[config.mk]
export PLATFORM = sky130hd
export DESIGN_NAME = cc_regaddr_sel
export DESIGN_NICKNAME = d
export VERILOG_FILES = /design/src/rtl/cc_regaddr_sel.sv
export SDC_FILE = /design/constraint.sdc
export NUM_CORES = 1
export LEC_CHECK = 0
export ABC_CLOCK_PERIOD_IN_PS = 2600
export BUFFER_PORTS_ARGS = -buffer_cell sky130_fd_sc_hd__buf_4
export CAP_MARGIN = 30
export CORE_ASPECT_RATIO = 0.75
export CORE_UTILIZATION = 25
export DETAILED_ROUTE_END_ITERATION = 10
export PLACE_DENSITY_LB_ADDON = 0.05
export SLEW_MARGIN = 10
export SYNTH_ARGS = -nofsm -noshare
export SYNTH_HDL_FRONTEND = slang
export SYNTH_SLANG_ARGS = --single-unit
[constraint.sdc]
create_clock -name CC_REGADDR_SEL_CLOCK_50 -period 2.6 [get_ports CC_REGADDR_SEL_CLOCK_50]
set_input_delay 0.65 -clock CC_REGADDR_SEL_CLOCK_50 [delete_from_list [all_inputs] [get_ports CC_REGADDR_SEL_CLOCK_50]]
set_output_delay 0.65 -clock CC_REGADDR_SEL_CLOCK_50 [all_outputs]
set_load 0.05 [all_outputs]
[src/rtl/cc_regaddr_sel.sv]
// Registered register-file address selector: each channel picks IR, MIR, sweep counter or hold.
// A small IDLE/SWEEP FSM walks the sweep counter from First to Last for block save/restore.
module cc_regaddr_sel #(
   parameter int unsigned DATAWIDTH_SCRATCHPAD_DIRECTION = 5,
   parameter int unsigned DATAWIDTH_MIR_DIRECTION        = 6,
   parameter int unsigned NUM_CHANNELS                   = 3
) (
   input  logic                                              CC_REGADDR_SEL_CLOCK_50,
   input  logic                                              CC_REGADDR_SEL_ResetInLow_In,
   input  logic [2*NUM_CHANNELS-1:0]                         CC_REGADDR_SEL_Select_InBus,
   input  logic [NUM_CHANNELS*DATAWIDTH_MIR_DIRECTION-1:0]   CC_REGADDR_SEL_MIRSelection_InBus,
   input  logic [NUM_CHANNELS*DATAWIDTH_SCRATCHPAD_DIRECTION-1:0]
                                                             CC_REGADDR_SEL_ScratchpadSelection_InBus,
   input  logic                                              CC_REGADDR_SEL_Load_In,
   input  logic                                              CC_REGADDR_SEL_SweepStart_In,
   input  logic [DATAWIDTH_MIR_DIRECTION-1:0]                CC_REGADDR_SEL_SweepFirst_InBus,
   input  logic [DATAWIDTH_MIR_DIRECTION-1:0]                CC_REGADDR_SEL_SweepLast_InBus,
   output logic [NUM_CHANNELS*DATAWIDTH_MIR_DIRECTION-1:0]   CC_REGADDR_SEL_data_OutBus,
   output logic                                              CC_REGADDR_SEL_SweepBusy_Out,
   output logic                                              CC_REGADDR_SEL_SweepDone_Out
);

   localparam int unsigned MW = DATAWIDTH_MIR_DIRECTION;
   localparam int unsigned SW = DATAWIDTH_SCRATCHPAD_DIRECTION;
   localparam int unsigned NC = NUM_CHANNELS;

   typedef enum logic [0:0] {StIdle, StSweep} state_e;

   state_e              state_q;
   logic [MW-1:0]       cnt_q;
   logic [MW-1:0]       last_q;
   logic                busy_q;
   logic                done_q;
   logic [NC*MW-1:0]    data_q;
   logic [NC*MW-1:0]    data_d;

   // Source 10 always sees the pre-edge counter, so a Start+Load edge captures the old value.
   always_comb begin
      data_d = data_q;
      if (CC_REGADDR_SEL_Load_In) begin
         for (int c = 0; c < int'(NC); c++) begin
            unique case (CC_REGADDR_SEL_Select_InBus[2*c +: 2])
               2'b00: data_d[c*MW +: MW] =
                         {{(MW-SW){1'b0}}, CC_REGADDR_SEL_ScratchpadSelection_InBus[c*SW +: SW]};
               2'b01: data_d[c*MW +: MW] = CC_REGADDR_SEL_MIRSelection_InBus[c*MW +: MW];
               2'b10: data_d[c*MW +: MW] = cnt_q;
               2'b11: data_d[c*MW +: MW] = data_q[c*MW +: MW];
            endcase
         end
      end
   end

   always_ff @(posedge CC_REGADDR_SEL_CLOCK_50 or negedge CC_REGADDR_SEL_ResetInLow_In) begin
      if (!CC_REGADDR_SEL_ResetInLow_In) begin
         data_q <= '0;
      end else begin
         data_q <= data_d;
      end
   end

   always_ff @(posedge CC_REGADDR_SEL_CLOCK_50 or negedge CC_REGADDR_SEL_ResetInLow_In) begin
      if (!CC_REGADDR_SEL_ResetInLow_In) begin
         state_q <= StIdle;
         cnt_q   <= '0;
         last_q  <= '0;
         busy_q  <= 1'b0;
         done_q  <= 1'b0;
      end else begin
         done_q <= 1'b0;
         case (state_q)
            StIdle: begin
               if (CC_REGADDR_SEL_SweepStart_In) begin
                  state_q <= StSweep;
                  cnt_q   <= CC_REGADDR_SEL_SweepFirst_InBus;
                  last_q  <= CC_REGADDR_SEL_SweepLast_InBus;
                  busy_q  <= 1'b1;
               end
            end
            StSweep: begin
               // Counter parks on Last when the sweep ends; wraps naturally otherwise.
               if (CC_REGADDR_SEL_Load_In) begin
                  if (cnt_q == last_q) begin
                     state_q <= StIdle;
                     busy_q  <= 1'b0;
                     done_q  <= 1'b1;
                  end else begin
                     cnt_q <= cnt_q + MW'(1);
                  end
               end
            end
            default: state_q <= StIdle;
         endcase
      end
   end

   assign CC_REGADDR_SEL_data_OutBus   = data_q;
   assign CC_REGADDR_SEL_SweepBusy_Out = busy_q;
   assign CC_REGADDR_SEL_SweepDone_Out = done_q;

endmodule

==> flow_metrics.tcl <==
set metrics [dict create \
    fin_nets 348 \
    die_w_um 102 \
    synthTopCellsByArea "dfrtp_1 (44%), nand2_1 (9.2%), a22oi_1 (7.2%)" \
    rsz0062_at_grt "false" \
    peakVddDrop_uv 256 \
    r2r_start "state_q" \
    yosysWarnings 0 \
    firstDrtPassIters 4 \
    postPlaceCellArea_um2 2460 \
    r2r_slack_ns 0.62 \
    synthAdderAreaFrac_pct 6.68 \
    fin_setup_tns_ns 0 \
    yosys_register_bits 33 \
    ff2ff_path_depth 3 \
    grt_start_max_net_pins 34 \
    antenna_found_initial 0 \
    root_buffer "clkbuf_8" \
    io_buffers 74 \
    crit_path_end "cnt_q[0]" \
    ant_nets 0 \
    core.rowCount 26 \
    dp.cells 374 \
    crit_fanout 18 \
    worstSetupPathType "reg2reg" \
    final_hold_viol_count 0 \
    synth_top_area_share_pct 44.1 \
    synth_nets 283 \
    synthSimpleGateAreaFrac_pct 17.8 \
    power_leakage_nw 1.24 \
    synth_area_um2 1870 \
    final_cells 382 \
    htreeDepth 2 \
    syn_area_per_cell_um2 8.59 \
    critPathLaunchType "register" \
    hold_buffers 0 \
    vias 1680 \
    cp_data_arrival_time_ns 2.21 \
    vias_per_cell 4.40 \
    clk_path_buf_depth 2 \
    synthMuxAreaShare_pct 0.535 \
    synth_edf_count 0 \
    path_clk_slew_ns 0.07 \
    num_antenna_cells 0 \
    startpoint "state_q" \
    cts_resized 0 \
    grt_pass1_wl_um 8580 \
    post-dp-hpwl_um 3760 \
    grt_pass1_vias 1649 \
    yosysTopAreaCell "dfrtp_1" \
    drv_cap 0 \
    ys_async_sr_fraction_pct 100 \
    synthTopCellsByCount "nand2_1 (46), dfrtp_1 (33), nor2_1 (21)" \
    critPathRequiredTime_ns 2.83 \
    finalSetupViolCount 0 \
    hold_class "in2async" \
    setup_slack_ns 0.618 \
    r2r-end "cnt_q[0]" \
    synthToLayoutAreaGrowth_pct 35.7 \
    wl_um 5300 \
    grt_usage_pct 14.5 \
    synth-compound-area-share_pct 21.9 \
    clock_sinks 33 \
    min_period_ns 1.98 \
    clock_latency_ns 0.29 \
    outcome "finished, final reports clean" \
    final_area_um2 2540 \
    synth_most_common_cell "nand2_1" \
    pre_cts_ws_ns 0.534 \
    ys_seq_area_share_pct 44.1 \
    globalplace.congestion 0.722 \
    powerDensity_nw_per_um2 825 \
    tritoncts "built" \
    synth_cells 218 \
    cts_post_setup_buffers_inserted 0 \
    worst_slew_pin_slew_ns 0.571 \
    drive_above_1_share_pct 31.0 \
    numCtsBuffers 5 \
    yosys.cell_types.count 26 \
    die_h_um 76.9 \
    synth_xor_area_share_pct 2.81 \
    timing.final.crit_share_pct 76.2 \
    ios 75 \
    drt_iter0_drc 57 \
    fmax_mhz 505 \
    core_um2 7030 \
    clock_skew_ns 0.00318 \
    ys.flop_type "dfrtp_1" \
    maxSlewHeadroom_pct 61.8 \
    routedWlPerCell_um 13.9 \
    grt_overflow 0 \
    drc 0 \
    final_max_slew_viol_count 0 \
    synth_top_family_by_area "compound AO/OA/AOI/OAI gates" \
    die_area_um2 7840 \
    start_util_pct 26.6 \
    end_kind "register" \
]
[metrics by stage]
step	total power [W]	utilization (%)	hold WS, ns
after floorplan	0.00148	-	0.354
after global placement	0.00173	35.0	0.469
after detailed placement	0.00173	35.0	0.471
after CTS	0.00213	36.1	0.320
after global routing	0.00226	36.1	0.340
final	0.00210	36.1	0.300
[power by group]
part           switching (W)  leakage [nW]  internal [W]
clock network       0.000204        0.0450      0.000186
registers           0.000225         0.408      0.000657
logic               0.000468         0.784      0.000356
total               0.000897          1.24       0.00120
[sequential cells by signal, indices dropped and copies added (netlist names)]
signal,count
cnt_q,6
state_q,1
CC_REGADDR_SEL_SweepDone_Out,1
CC_REGADDR_SEL_SweepBusy_Out,1
CC_REGADDR_SEL_data_OutBus,18
last_q,6
[layout by cell type (no fill, tap or decap), types with 2 or more instances in the layout]
cell       n
a22oi_1   18
nand4_1    2
nand2b_1   5
ha_1      10
a21oi_1   20
inv_1      6
dfrtp_1   33
buf_4     74
o22ai_1    2
a21oi_2    4
o21ai_0   17
clkinv_2   2
nor2_1    21
o31ai_1    3
clkbuf_8   5
nand3_1    3
nand2_1   46
xnor2_1    6
[cell type report]
class / count / area [um^2]
flip-flops and latches: 33 / 826
multi-input cells: 163 / 931
well taps: 98 / 123
inverters: 6 / 22.5
repair buffers: 74 / 556
clock buffers: 6 / 72.6
fillers: 748 / 4490
clock inverters: 2 / 10.0
[how the worst min path moves through the flow]
stage,slack [ns],end,from
after floorplan,0.35,CC_REGADDR_SEL_SweepBusy_Out,CC_REGADDR_SEL_ResetInLow_In
after global placement,0.47,CC_REGADDR_SEL_data_OutBus[6],CC_REGADDR_SEL_data_OutBus[6]
after detailed placement,0.47,CC_REGADDR_SEL_data_OutBus[0],CC_REGADDR_SEL_data_OutBus[0]
after CTS,0.32,CC_REGADDR_SEL_data_OutBus[0],CC_REGADDR_SEL_ResetInLow_In
after global routing,0.34,CC_REGADDR_SEL_data_OutBus[4],CC_REGADDR_SEL_ResetInLow_In
final,0.30,CC_REGADDR_SEL_data_OutBus[4],CC_REGADDR_SEL_ResetInLow_In
[routing by layer]
metal	routed length, um	part of all wire, %	vias to the layer above	track usage, %
met5	0	0	-	0
met4	63	1.2	0	4.71
met3	388	7.3	8	3.56
met2	2110	40	59	20.0
met1	2740	52	738	21.6
li1	-	-	875	-
[cell families (layout without fill, tap and decap cells)]
kind of cell / Yosys count / count (layout)
compound gates: 66 / 66
xor+xnor: 6 / 6
fa+ha+maj: 10 / 10
buf+inv: 22 / 88
flops: 33 / 33
mux: 1 / 1
simple gates: 80 / 80
[critical path: stages (launching register included)]
cell,delay [ns]
dfrtp_1,0.59
nor2b_1,0.55
o31a_1,0.50
o221a_2,0.28
Note: power is estimated with default switching activity, not from simulation.
